==> config.mk <==
export PLATFORM = sky130hd
export DESIGN_NAME = clk_switch_ctrl
export DESIGN_NICKNAME = d
export VERILOG_FILES = /design/src/rtl/clk_switch_ctrl.sv
export SDC_FILE = /design/constraint.sdc
export NUM_CORES = 1
export LEC_CHECK = 0
export BUFFER_PORTS_ARGS = -buffer_cell sky130_fd_sc_hd__buf_4
export CAP_MARGIN = 15
export CORE_ASPECT_RATIO = 0.7
export CORE_UTILIZATION = 50
export DETAILED_ROUTE_END_ITERATION = 16
export HOLD_SLACK_MARGIN = 0.02
export PLACE_DENSITY = 0.69
export SLEW_MARGIN = 20
export SYNTH_ARGS = -nofsm -noshare
export SYNTH_HDL_FRONTEND = slang
export SYNTH_SLANG_ARGS = --single-unit
==> constraint.sdc <==
create_clock -name clk -period 2.4 [get_ports clk]
set_input_delay 0.48 -clock clk [delete_from_list [all_inputs] [get_ports clk]]
set_output_delay 0.48 -clock clk [all_outputs]
set_load 0.05 [all_outputs]
==> src/rtl/clk_switch_ctrl.sv <==
// Clock-switch sequencer for a glitch-free clock mux.
// Moves the mux select to a new clock, then waits for the old clock's gate
// to close and the new clock's gate to open. Each phase has a timeout.
//
// state  | meaning
// STABLE | idle; select and cur_sel reflect the last settled request
// DROP   | select moved; waiting for the old clock's gate to close
// RAISE  | old gate closed; waiting for the new clock's gate to open
module clk_switch_ctrl #(
  parameter int unsigned TIMEOUT     = 255,
  parameter int unsigned SYNC_STAGES = 2,
  parameter logic        INIT_SEL    = 1'b0
) (
  input  logic clk,
  input  logic rst,
  input  logic sw_req,
  input  logic sw_target,
  input  logic en0_async,
  input  logic en1_async,
  output logic select,
  output logic cur_sel,
  output logic busy,
  output logic done,
  output logic err
);

  localparam int unsigned TW = $clog2(TIMEOUT + 1);
  localparam logic [TW-1:0] TMAX = TW'(TIMEOUT);

  typedef enum logic [1:0] {
    ST_STABLE = 2'd0,
    ST_DROP   = 2'd1,
    ST_RAISE  = 2'd2
  } state_t;

  logic [SYNC_STAGES-1:0] sync0_q, sync1_q;
  logic                   en0_s, en1_s;
  logic                   old_en, new_en;

  state_t          state_q, state_d;
  logic            select_q, select_d;
  logic            cur_sel_q, cur_sel_d;
  logic            busy_q, busy_d;
  logic            done_q, done_d;
  logic            err_q, err_d;
  logic [TW-1:0]   timer_q, timer_d;
  logic [TW-1:0]   timer_inc;

  // Bring the mux gate-enable status into the clk domain.
  always_ff @(posedge clk) begin
    if (rst) begin
      sync0_q <= '0;
      sync1_q <= '0;
    end else begin
      sync0_q <= {sync0_q[SYNC_STAGES-2:0], en0_async};
      sync1_q <= {sync1_q[SYNC_STAGES-2:0], en1_async};
    end
  end

  assign en0_s     = sync0_q[SYNC_STAGES-1];
  assign en1_s     = sync1_q[SYNC_STAGES-1];
  assign old_en    = cur_sel_q ? en1_s : en0_s;
  assign new_en    = select_q  ? en1_s : en0_s;
  assign timer_inc = (timer_q == TMAX) ? timer_q : timer_q + TW'(1);

  // State and output registers.
  always_ff @(posedge clk) begin
    if (rst) begin
      state_q   <= ST_STABLE;
      select_q  <= INIT_SEL;
      cur_sel_q <= INIT_SEL;
      busy_q    <= 1'b0;
      done_q    <= 1'b0;
      err_q     <= 1'b0;
      timer_q   <= '0;
    end else begin
      state_q   <= state_d;
      select_q  <= select_d;
      cur_sel_q <= cur_sel_d;
      busy_q    <= busy_d;
      done_q    <= done_d;
      err_q     <= err_d;
      timer_q   <= timer_d;
    end
  end

  // Next-state logic; a phase's exit condition takes priority over its timeout.
  always_comb begin
    state_d   = state_q;
    select_d  = select_q;
    cur_sel_d = cur_sel_q;
    busy_d    = busy_q;
    done_d    = 1'b0;
    err_d     = err_q;
    timer_d   = timer_q;
    case (state_q)
      ST_STABLE: begin
        if (sw_req) begin
          err_d = 1'b0;
          if (sw_target != cur_sel_q) begin
            select_d = sw_target;
            busy_d   = 1'b1;
            timer_d  = '0;
            state_d  = ST_DROP;
          end else begin
            done_d = 1'b1;
          end
        end
      end
      ST_DROP: begin
        if (!old_en) begin
          timer_d = '0;
          state_d = ST_RAISE;
        end else if (timer_q == TMAX) begin
          err_d   = 1'b1;
          busy_d  = 1'b0;
          state_d = ST_STABLE;
        end else begin
          timer_d = timer_inc;
        end
      end
      ST_RAISE: begin
        if (new_en) begin
          cur_sel_d = select_q;
          busy_d    = 1'b0;
          done_d    = 1'b1;
          state_d   = ST_STABLE;
        end else if (timer_q == TMAX) begin
          err_d   = 1'b1;
          busy_d  = 1'b0;
          state_d = ST_STABLE;
        end else begin
          timer_d = timer_inc;
        end
      end
      default: begin
        state_d = ST_STABLE;
      end
    endcase
  end

  assign select  = select_q;
  assign cur_sel = cur_sel_q;
  assign busy    = busy_q;
  assign done    = done_q;
  assign err     = err_q;

endmodule

==> impl_metrics.py, run 1 <==
metrics = {
    "clock_network": {
        "path_clk_slew_ns": 0.10,
        "root_buffer": "clkbuf_4",
        "postCtsSetupBuffers": 0,
        "cts_resized": 0,
        "htree_levels": 1,
        "cts_buffers": 3,
        "clock-sinks": 19,
        "cts_max_path_buffers": 2,
        "cts_tree": "done",
        "clock_latency_ns": 0.30,
        "cts_hold_buf": 0,
    },
    "grt": {
        "track_usage": 0.225,
        "grt_pass1_wl_um": 3770,
        "first_global_vias": 756,
        "grt_overflow": 0,
        "grt_max_degree": 24,
        "antenna_found_initial": 0,
    },
    "placed_design": {
        "routabilityCongestion": 0.812,
        "place_area_um2": 1160,
        "dpl.hpwl_um": 1720,
        "io_buffers": 10,
        "dp_slack_ns": 0.649,
    },
    "floorplanning": {
        "start_util": 0.558,
        "rows": 13,
        "die_x_um": 57.8,
        "ioPinCount": 11,
        "die-area_um2": 2370,
        "core_um2": 1950,
        "die_height_um": 41.0,
    },
    "sta": {
        "slew_headroom": 0.695,
        "setup_slack_ns": 0.614,
        "post-route-min-period_ns": 1.79,
        "max_freq_mhz": 560,
        "hold_violations": 0,
        "fin_tns_setup_ns": 0,
        "final_max_slew_viol_count": 0,
        "fin_crit_sh": 0.744,
        "fin_worst_skew_ns": 0.0133,
        "tightest_slew_ns": 0.457,
        "hold_ws_ns": 0.400,
        "setup_violations": 0,
        "grt_setup_unrepaired": "false",
    },
    "synth": {
        "synthArstFlopShare": 0,
        "synth-edff-count": 0,
        "ys_types": 45,
        "syn_avg_cell_area_um2": 9.00,
        "synth_nets": 132,
        "ys_ff_latch": 19,
        "synth_area_um2": 1090,
        "ys_warn_count": 0,
        "yosysSeqAreaShare": 0.349,
        "yosys_most_used_dff": "dfxtp_1",
        "syn_inst": 121,
    },
    "drt": {
        "routedWlPerCell_um": 15.9,
        "drt-pass1-iter-count": 10,
        "viasPerCell": 6.17,
        "drc": 1,
        "vias": 932,
        "drt_iter0_drc": 34,
        "ant_nets": 0,
        "routed_wl_um": 2410,
    },
    "setup_path": {
        "worst-r2r-setup-slack_ns": 0.61,
        "crit_type": "register to register",
        "cp-start-kind": "register",
        "endpoint_kind": "register",
        "cp_max_fo": 8,
        "worstPathRequired_ns": 2.60,
        "arrival_ns": 1.99,
    },
    "cells_and_area": {
        "post-route-util": 0.608,
        "fin_area_um2": 1190,
        "nets": 141,
        "final_cell_mix": "19 x dfxtp_1, 10 x buf_4, 7 x inv_1, 7 x a211oi_1, 7 x nand2_1",
        "area_delta_synth_final_pct": 8.97,
        "antenna_cells": 0,
        "final_common_cell": "dfxtp_1",
        "fill_cells": 180,
        "drive_gt1_frac": 0.178,
    },
    "min_path": {
        "hold_class": "input port to register",
    },
    "power_and_ir_drop": {
        "p_leak_nw": 0.426,
        "ir_worst_vdd_uv": 482,
        "power_density_nw_per_um2": 544,
    },
    "outcome": {
        "status": "finished with violations",
        "violations": "DRC",
    },
    "run": {
        "max_cap_viol_count": 0,
    },
}
==> per-layer routing <==
layer,wire [um],GRT usage
met1,1300,0.338
met2,995,0.314
met3,101,0.0568
met4,13,0.0536
met5,0,0
==> worst max-delay path, cell delays in order, from the launching register on <==
cell      delay, ns
dfxtp_1        0.37
inv_1          0.09
ha_1           0.32
inv_1          0.09
o31ai_4        0.40
o31ai_1        0.16
a211oi_1       0.26
==> layout make-up <==
| class | count | area [um^2] | area share |
|---|---|---|---|
| sequential | 19 | 380 | 0.321 |
| multi-input combinational | 89 | 651 | 0.549 |
| timing repair buffer | 10 | 75.1 | 0.0633 |
| tap | 22 | 27.5 | 0.0232 |
| clock buffer | 4 | 26.3 | 0.0222 |
| inverter | 7 | 26.3 | 0.0222 |
==> metrics by stage <==
step,total power [mW],instances
6_report,0.645,151
5_1_grt,0.689,151
4_1_cts,0.657,151
3_5_place_dp,0.490,147
3_3_place_gp,0.488,147
2_1_floorplan,0.451,121
==> state kept, by name, summed over array words and instances (netlist names) <==
signal	cells
sync1_q	2
err	1
busy	1
done	1
cur_sel	1
select	1
state_q	2
timer_q	8
sync0_q	2
==> cells by family after synthesis <==
| logic type | synth area share |
|---|---|
| XOR/XNOR | 0.0161 |
| adder cells (fa/ha/maj) | 0.0575 |
| AO/OA/AOI/OAI | 0.297 |
| AND/OR/NAND/NOR | 0.198 |
| flip-flops | 0.349 |
| multiplexers | 0.0299 |
| buffers and inverters | 0.0529 |
==> Yosys cell counts, drive strengths merged (2+ instances only) <==
cell / count / share of area
nor2: 5 / 0.020
and3: 3 / 0.017
buf: 3 / 0.018
mux2i: 2 / 0.030
a211oi: 7 / 0.048
nand2: 8 / 0.030
o21ai: 4 / 0.018
nand2b: 4 / 0.023
a21oi: 4 / 0.018
nand3: 5 / 0.023
or3: 2 / 0.011
or2: 2 / 0.011
o22ai: 2 / 0.017
inv: 7 / 0.024
a31oi: 6 / 0.034
a41oi: 2 / 0.016
nor2b: 6 / 0.034
o31ai: 5 / 0.047
dfxtp: 19 / 0.35
nand4: 2 / 0.011
clkbuf: 3 / 0.010
ha: 5 / 0.057
==> worst paths after layout <==
path                    from    endpoint  depth (start not counted)
setup / recovery  state_q[0]  timer_q[6]                          6
hold / removal     en0_async  sync0_q[0]                          2
setup reg to reg  state_q[0]  timer_q[6]                          6
hold reg to reg   sync0_q[0]  sync0_q[1]                          1
==> where the power goes <==
part / switching (mW) / total, mW / internal [mW]
Clock: 0.0951 / 0.160 / 0.0646
Combinational: 0.0931 / 0.148 / 0.0552
Sequential: 0.00993 / 0.337 / 0.327
Note: power is estimated with default switching activity, not from simulation.
==> run 2, diff against run 1 <==
Clock period 2.4 ns to 1.79 ns, I/O delays scaled along.
==> impl_metrics.py, run 2 (same netlist as run 1, synthesis figures left out) <==
metrics = {
    "outcome": {
        "status": "finished with violations",
        "violations": "DRC",
    },
    "grt": {
        "first_global_vias": 745,
        "track_usage": 0.211,
        "antenna_found_initial": 0,
        "grt_pass1_wl_um": 3550,
        "grt_overflow": 0,
        "grt_max_degree": 24,
    },
    "placed_design": {
        "dpl.hpwl_um": 1600,
        "routabilityCongestion": 0.835,
        "place_area_um2": 1180,
        "io_buffers": 10,
    },
    "setup_path": {
        "slowest_delay_ns": 0.35,
        "worstPathRequired_ns": 1.98,
        "path_cells": "inv_1 -> ha_4 -> nand2_1 -> o31ai_4 -> buf_4 -> a2111oi_4 -> o32ai_1",
        "crit_type": "register to register",
        "arrival_ns": 1.86,
        "cp_max_fo": 6,
        "cp-start-kind": "register",
        "slowest_stage": "dfxtp_2",
        "endpoint_kind": "register",
    },
    "sta": {
        "fin_tns_setup_ns": 0,
        "hold_violations": 0,
        "final_max_slew_viol_count": 0,
        "post-route-min-period_ns": 1.67,
        "grt_setup_unrepaired": "false",
        "fin_worst_skew_ns": 0.00132,
        "tightest_slew_ns": 0.465,
        "slew_headroom": 0.689,
        "max_freq_mhz": 599,
        "fin_crit_sh": 0.932,
        "setup_violations": 0,
    },
    "drt": {
        "ant_nets": 0,
        "routed_wl_um": 2380,
        "drt-pass1-iter-count": 10,
        "vias": 937,
        "routedWlPerCell_um": 15.4,
        "drt_iter0_drc": 64,
        "drc": 2,
        "viasPerCell": 6.05,
    },
    "clock_network": {
        "htree_levels": 1,
        "path_clk_slew_ns": 0.10,
        "clock-sinks": 19,
        "clock_latency_ns": 0.31,
        "cts_max_path_buffers": 2,
        "root_buffer": "clkbuf_4",
        "cts_hold_buf": 0,
        "cts_buffers": 3,
        "cts_tree": "done",
    },
    "cells_and_area": {
        "largest_reg_flops": 8,
        "top_register": "timer_q",
        "drive_gt1_frac": 0.263,
        "area_delta_synth_final_pct": 15.4,
        "post-route-util": 0.644,
        "final_common_cell": "dfxtp_1",
        "final_cell_mix": "16 x dfxtp_1, 14 x buf_4, 7 x a211oi_1, 7 x nand2_1",
        "antenna_cells": 0,
        "fin_area_um2": 1260,
        "nets": 145,
    },
    "power_and_ir_drop": {
        "power_density_nw_per_um2": 711,
        "ir_worst_vdd_uv": 407,
        "p_leak_nw": 0.453,
    },
    "floorplanning": {
        "die-area_um2": 2370,
        "start_util": 0.558,
        "die_x_um": 57.8,
        "rows": 13,
        "die_height_um": 41.0,
        "core_um2": 1950,
        "ioPinCount": 11,
    },
    "run": {
        "max_cap_viol_count": 0,
    },
    "min_path": {
        "hold_class": "input port to register",
    },
}
==> run 2: cell count changes in the layout (fill, tap and decap cells not counted), sizes merged <==
cell    before  now
buf         10   14
clkbuf       4    3
clkinv       0    1
==> run 2: metal layers <==
layer	wire [um]	GRT usage
met4	21	0.0714
met2	961	0.291
met3	167	0.0568
met5	0	0
met1	1230	0.312
==> run 2: critical path, delay by kind of cell (launching register included) <==
kind / cells / cell delay [ns]
buffers and inverters: 2 / 0.32
AO/OA/AOI/OAI: 3 / 0.54
AND/OR/NAND/NOR: 1 / 0.10
flip-flops: 1 / 0.35
adder cells (fa/ha/maj): 1 / 0.24
==> run 2: final cells by class <==
type,instances,area (um^2)
tap,22,27.5
fill,165,696
inverter,7,26.3
multi-input combinational,89,686
sequential,19,384
clock inverter,1,5.00
clock buffer,3,22.5
timing repair buffer,14,105
==> run 2: path summary, 6_finish.rpt <==
kind / end / slack (ns) / cells after the start / from
min reg2reg: sync0_q[1] / 0.44 / 1 / sync0_q[0]
max: timer_q[1] / 0.12 / 7 / state_q[0]
max reg2reg: timer_q[1] / 0.12 / 7 / state_q[0]
min: sync0_q[0] / 0.25 / 2 / en0_async
==> run 2: what timing repair did <==
action | CTS | global route
buffers inserted | 0 | 2
resized for setup | 0 | 8
pin swaps | 1 | 1
setup endpoints to repair | 1 | 10
==> run 2: power breakdown <==
group | switching, mW | internal (mW)
Clock | 0.136 | 0.0836
Sequential | 0.0123 | 0.440
Combinational | 0.131 | 0.0895
Total | 0.280 | 0.613
==> run 2: metrics by stage <==
stage	hold slack, ns	setup WS [ns]	std cells	total power, mW
CTS	0.247	0.0335	153	0.883
floorplan	0.414	0.0856	121	0.605
global placement	0.426	0.0754	149	0.659
global route	0.270	0.00293	155	0.937
detailed placement	0.420	0.0178	149	0.663
finish	0.253	0.121	155	0.893
==> run 3, diff against run 2 <==
Settings changed: CELL_PAD_IN_SITES_DETAIL_PLACEMENT set to 0, CELL_PAD_IN_SITES_GLOBAL_PLACEMENT set to 1, CORE_UTILIZATION 50 to 43, PLACE_DENSITY 0.69 to unset, PLACE_DENSITY_LB_ADDON set to 0.25.
Clock period 1.79 ns to 1.8 ns, I/O delays scaled along.
==> impl_metrics.py, run 3 (same netlist as run 1, synthesis figures left out) <==
metrics = {
    "run": {
        "max_cap_viol_count": 0,
    },
    "setup_path": {
        "crit_path_start": "state_q[0]",
        "cp-start-kind": "register",
        "r2r_start": "state_q[0]",
        "worst-r2r-setup-slack_ns": 0.03,
        "crit_type": "register to register",
        "cp_max_fo": 8,
        "endpoint_kind": "register",
        "r2r_cells": 7,
        "arrival_ns": 1.95,
        "worstPathRequired_ns": 1.99,
        "r2r-end": "timer_q[1]",
    },
    "drt": {
        "vias": 971,
        "ant_nets": 0,
        "routedWlPerCell_um": 15.0,
        "drc": 0,
        "drt_iter0_drc": 67,
        "viasPerCell": 5.85,
        "drt-pass1-iter-count": 4,
        "routed_wl_um": 2490,
    },
    "cells_and_area": {
        "top_register": "timer_q",
        "drive_gt1_frac": 0.239,
        "area_delta_synth_final_pct": 16.4,
        "largest_reg_flops": 8,
        "antenna_cells": 0,
        "nets": 146,
        "fin_area_um2": 1270,
        "final_cell_mix": "16 x dfxtp_1, 15 x buf_4, 7 x inv_1, 7 x a211oi_1, 7 x nand2_1",
        "final_common_cell": "dfxtp_1",
    },
    "grt": {
        "grt_pass1_wl_um": 4010,
        "track_usage": 0.190,
        "grt_busiest_layer": "met1",
        "use_met2": 0.270,
        "met1_usage": 0.279,
        "antenna_found_initial": 0,
        "grt_overflow": 0,
        "grt_max_degree": 24,
        "first_global_vias": 862,
        "use_met3": 0.0515,
    },
    "clock_network": {
        "cts_max_path_buffers": 2,
        "cts_buffers": 3,
        "clock-sinks": 19,
        "clock_latency_ns": 0.30,
        "root_buffer": "clkbuf_4",
        "path_clk_slew_ns": 0.11,
        "cts_tree": "done",
        "htree_levels": 1,
        "cts_hold_buf": 0,
    },
    "floorplanning": {
        "die_height_um": 44.1,
        "start_util": 0.482,
        "core_um2": 2260,
        "die_x_um": 62.1,
        "rows": 14,
        "die-area_um2": 2740,
        "ioPinCount": 11,
    },
    "sta": {
        "setup_violations": 0,
        "fin_worst_skew_ns": 0.00481,
        "final_max_slew_viol_count": 0,
        "hold_violations": 0,
        "grt_setup_unrepaired": "true",
        "post-route-min-period_ns": 1.77,
        "slew_headroom": 0.709,
        "setup_slack_ns": 0.0348,
        "max_freq_mhz": 567,
        "fin_crit_sh": 0.981,
        "tightest_slew_ns": 0.434,
    },
    "min_path": {
        "whs_path_depth": 2,
        "min_from": "en1_async",
        "hold_class": "input port to register",
        "holdPathEnd": "sync1_q[0]",
    },
    "outcome": {
        "status": "finished, final reports clean",
    },
    "power_and_ir_drop": {
        "ir_worst_vdd_uv": 468,
        "power_density_nw_per_um2": 702,
        "p_leak_nw": 0.454,
    },
    "placed_design": {
        "routabilityCongestion": 0.838,
        "io_buffers": 10,
        "place_area_um2": 1200,
        "dpl.hpwl_um": 1750,
        "dp_slack_ns": 0.0589,
    },
}
-- run 3: cell types whose count changed in the layout (fill, tap and decap cells not counted) --
cell / previous run / this run
inv_1: 6 / 7
inv_2: 1 / 0
clkbuf_1: 0 / 1
o22ai_2: 1 / 0
ha_1: 3 / 5
clkinv_2: 1 / 0
buf_4: 14 / 15
ha_2: 1 / 0
o22ai_4: 0 / 1
ha_4: 1 / 0
-- run 3: worst max path at each step --
stage / endpoint / slack, ns / cells past startpoint
3_3_place_gp: timer_q[1] / 0.12 / 6
5_1_grt: timer_q[1] / -0.02 / 7
4_1_cts: timer_q[6] / 0.04 / 6
2_1_floorplan: state_q[0] / 0.1 / 4
6_report: timer_q[1] / 0.03 / 7
3_5_place_dp: timer_q[1] / 0.06 / 6
-- run 3: final cells by class --
class	instances	area, um^2
multi-input cells	89	678
inverters	7	26.3
flip-flops and latches	19	384
well taps	32	40.0
repair buffers	15	113
fillers	210	992
clock buffers	4	26.3
-- run 3: power by group --
part           switching [mW]  internal [mW]  total, mW
clock                   0.135         0.0863      0.221
sequential             0.0105          0.437      0.448
combinational           0.132         0.0878      0.220
-- run 3: timing repair --
item,CTS,global route
endpoints found under the setup margin,0,9
buffers inserted,0,1
resized for setup,0,6
-- run 3: critical path: stages, from the launching register on --
cell       delay [ns]
dfxtp_2          0.36
inv_1            0.08
ha_1             0.34
nand2_1          0.13
o31ai_4          0.07
buf_4            0.17
a2111oi_4        0.38
o32ai_1          0.12
-- run 3: through the flow --
step	hold slack (ns)	setup TNS (ns)	power, mW	cells	util
6_report	0.267	0	0.889	166	0.561
5_1_grt	0.265	-0.0474	0.931	166	0.561
4_1_cts	0.268	0	0.882	165	0.544
3_5_place_dp	0.427	0	0.663	161	0.533
3_3_place_gp	0.421	0	0.661	161	0.533
2_1_floorplan	0.414	0	0.601	121	-
-- run 3: per-layer routing --
metal	vias to the layer above	part of all wire
met5	-	0
met3	4	0.090
met1	436	0.50
met4	0	0.0072
li1	487	-
met2	44	0.40
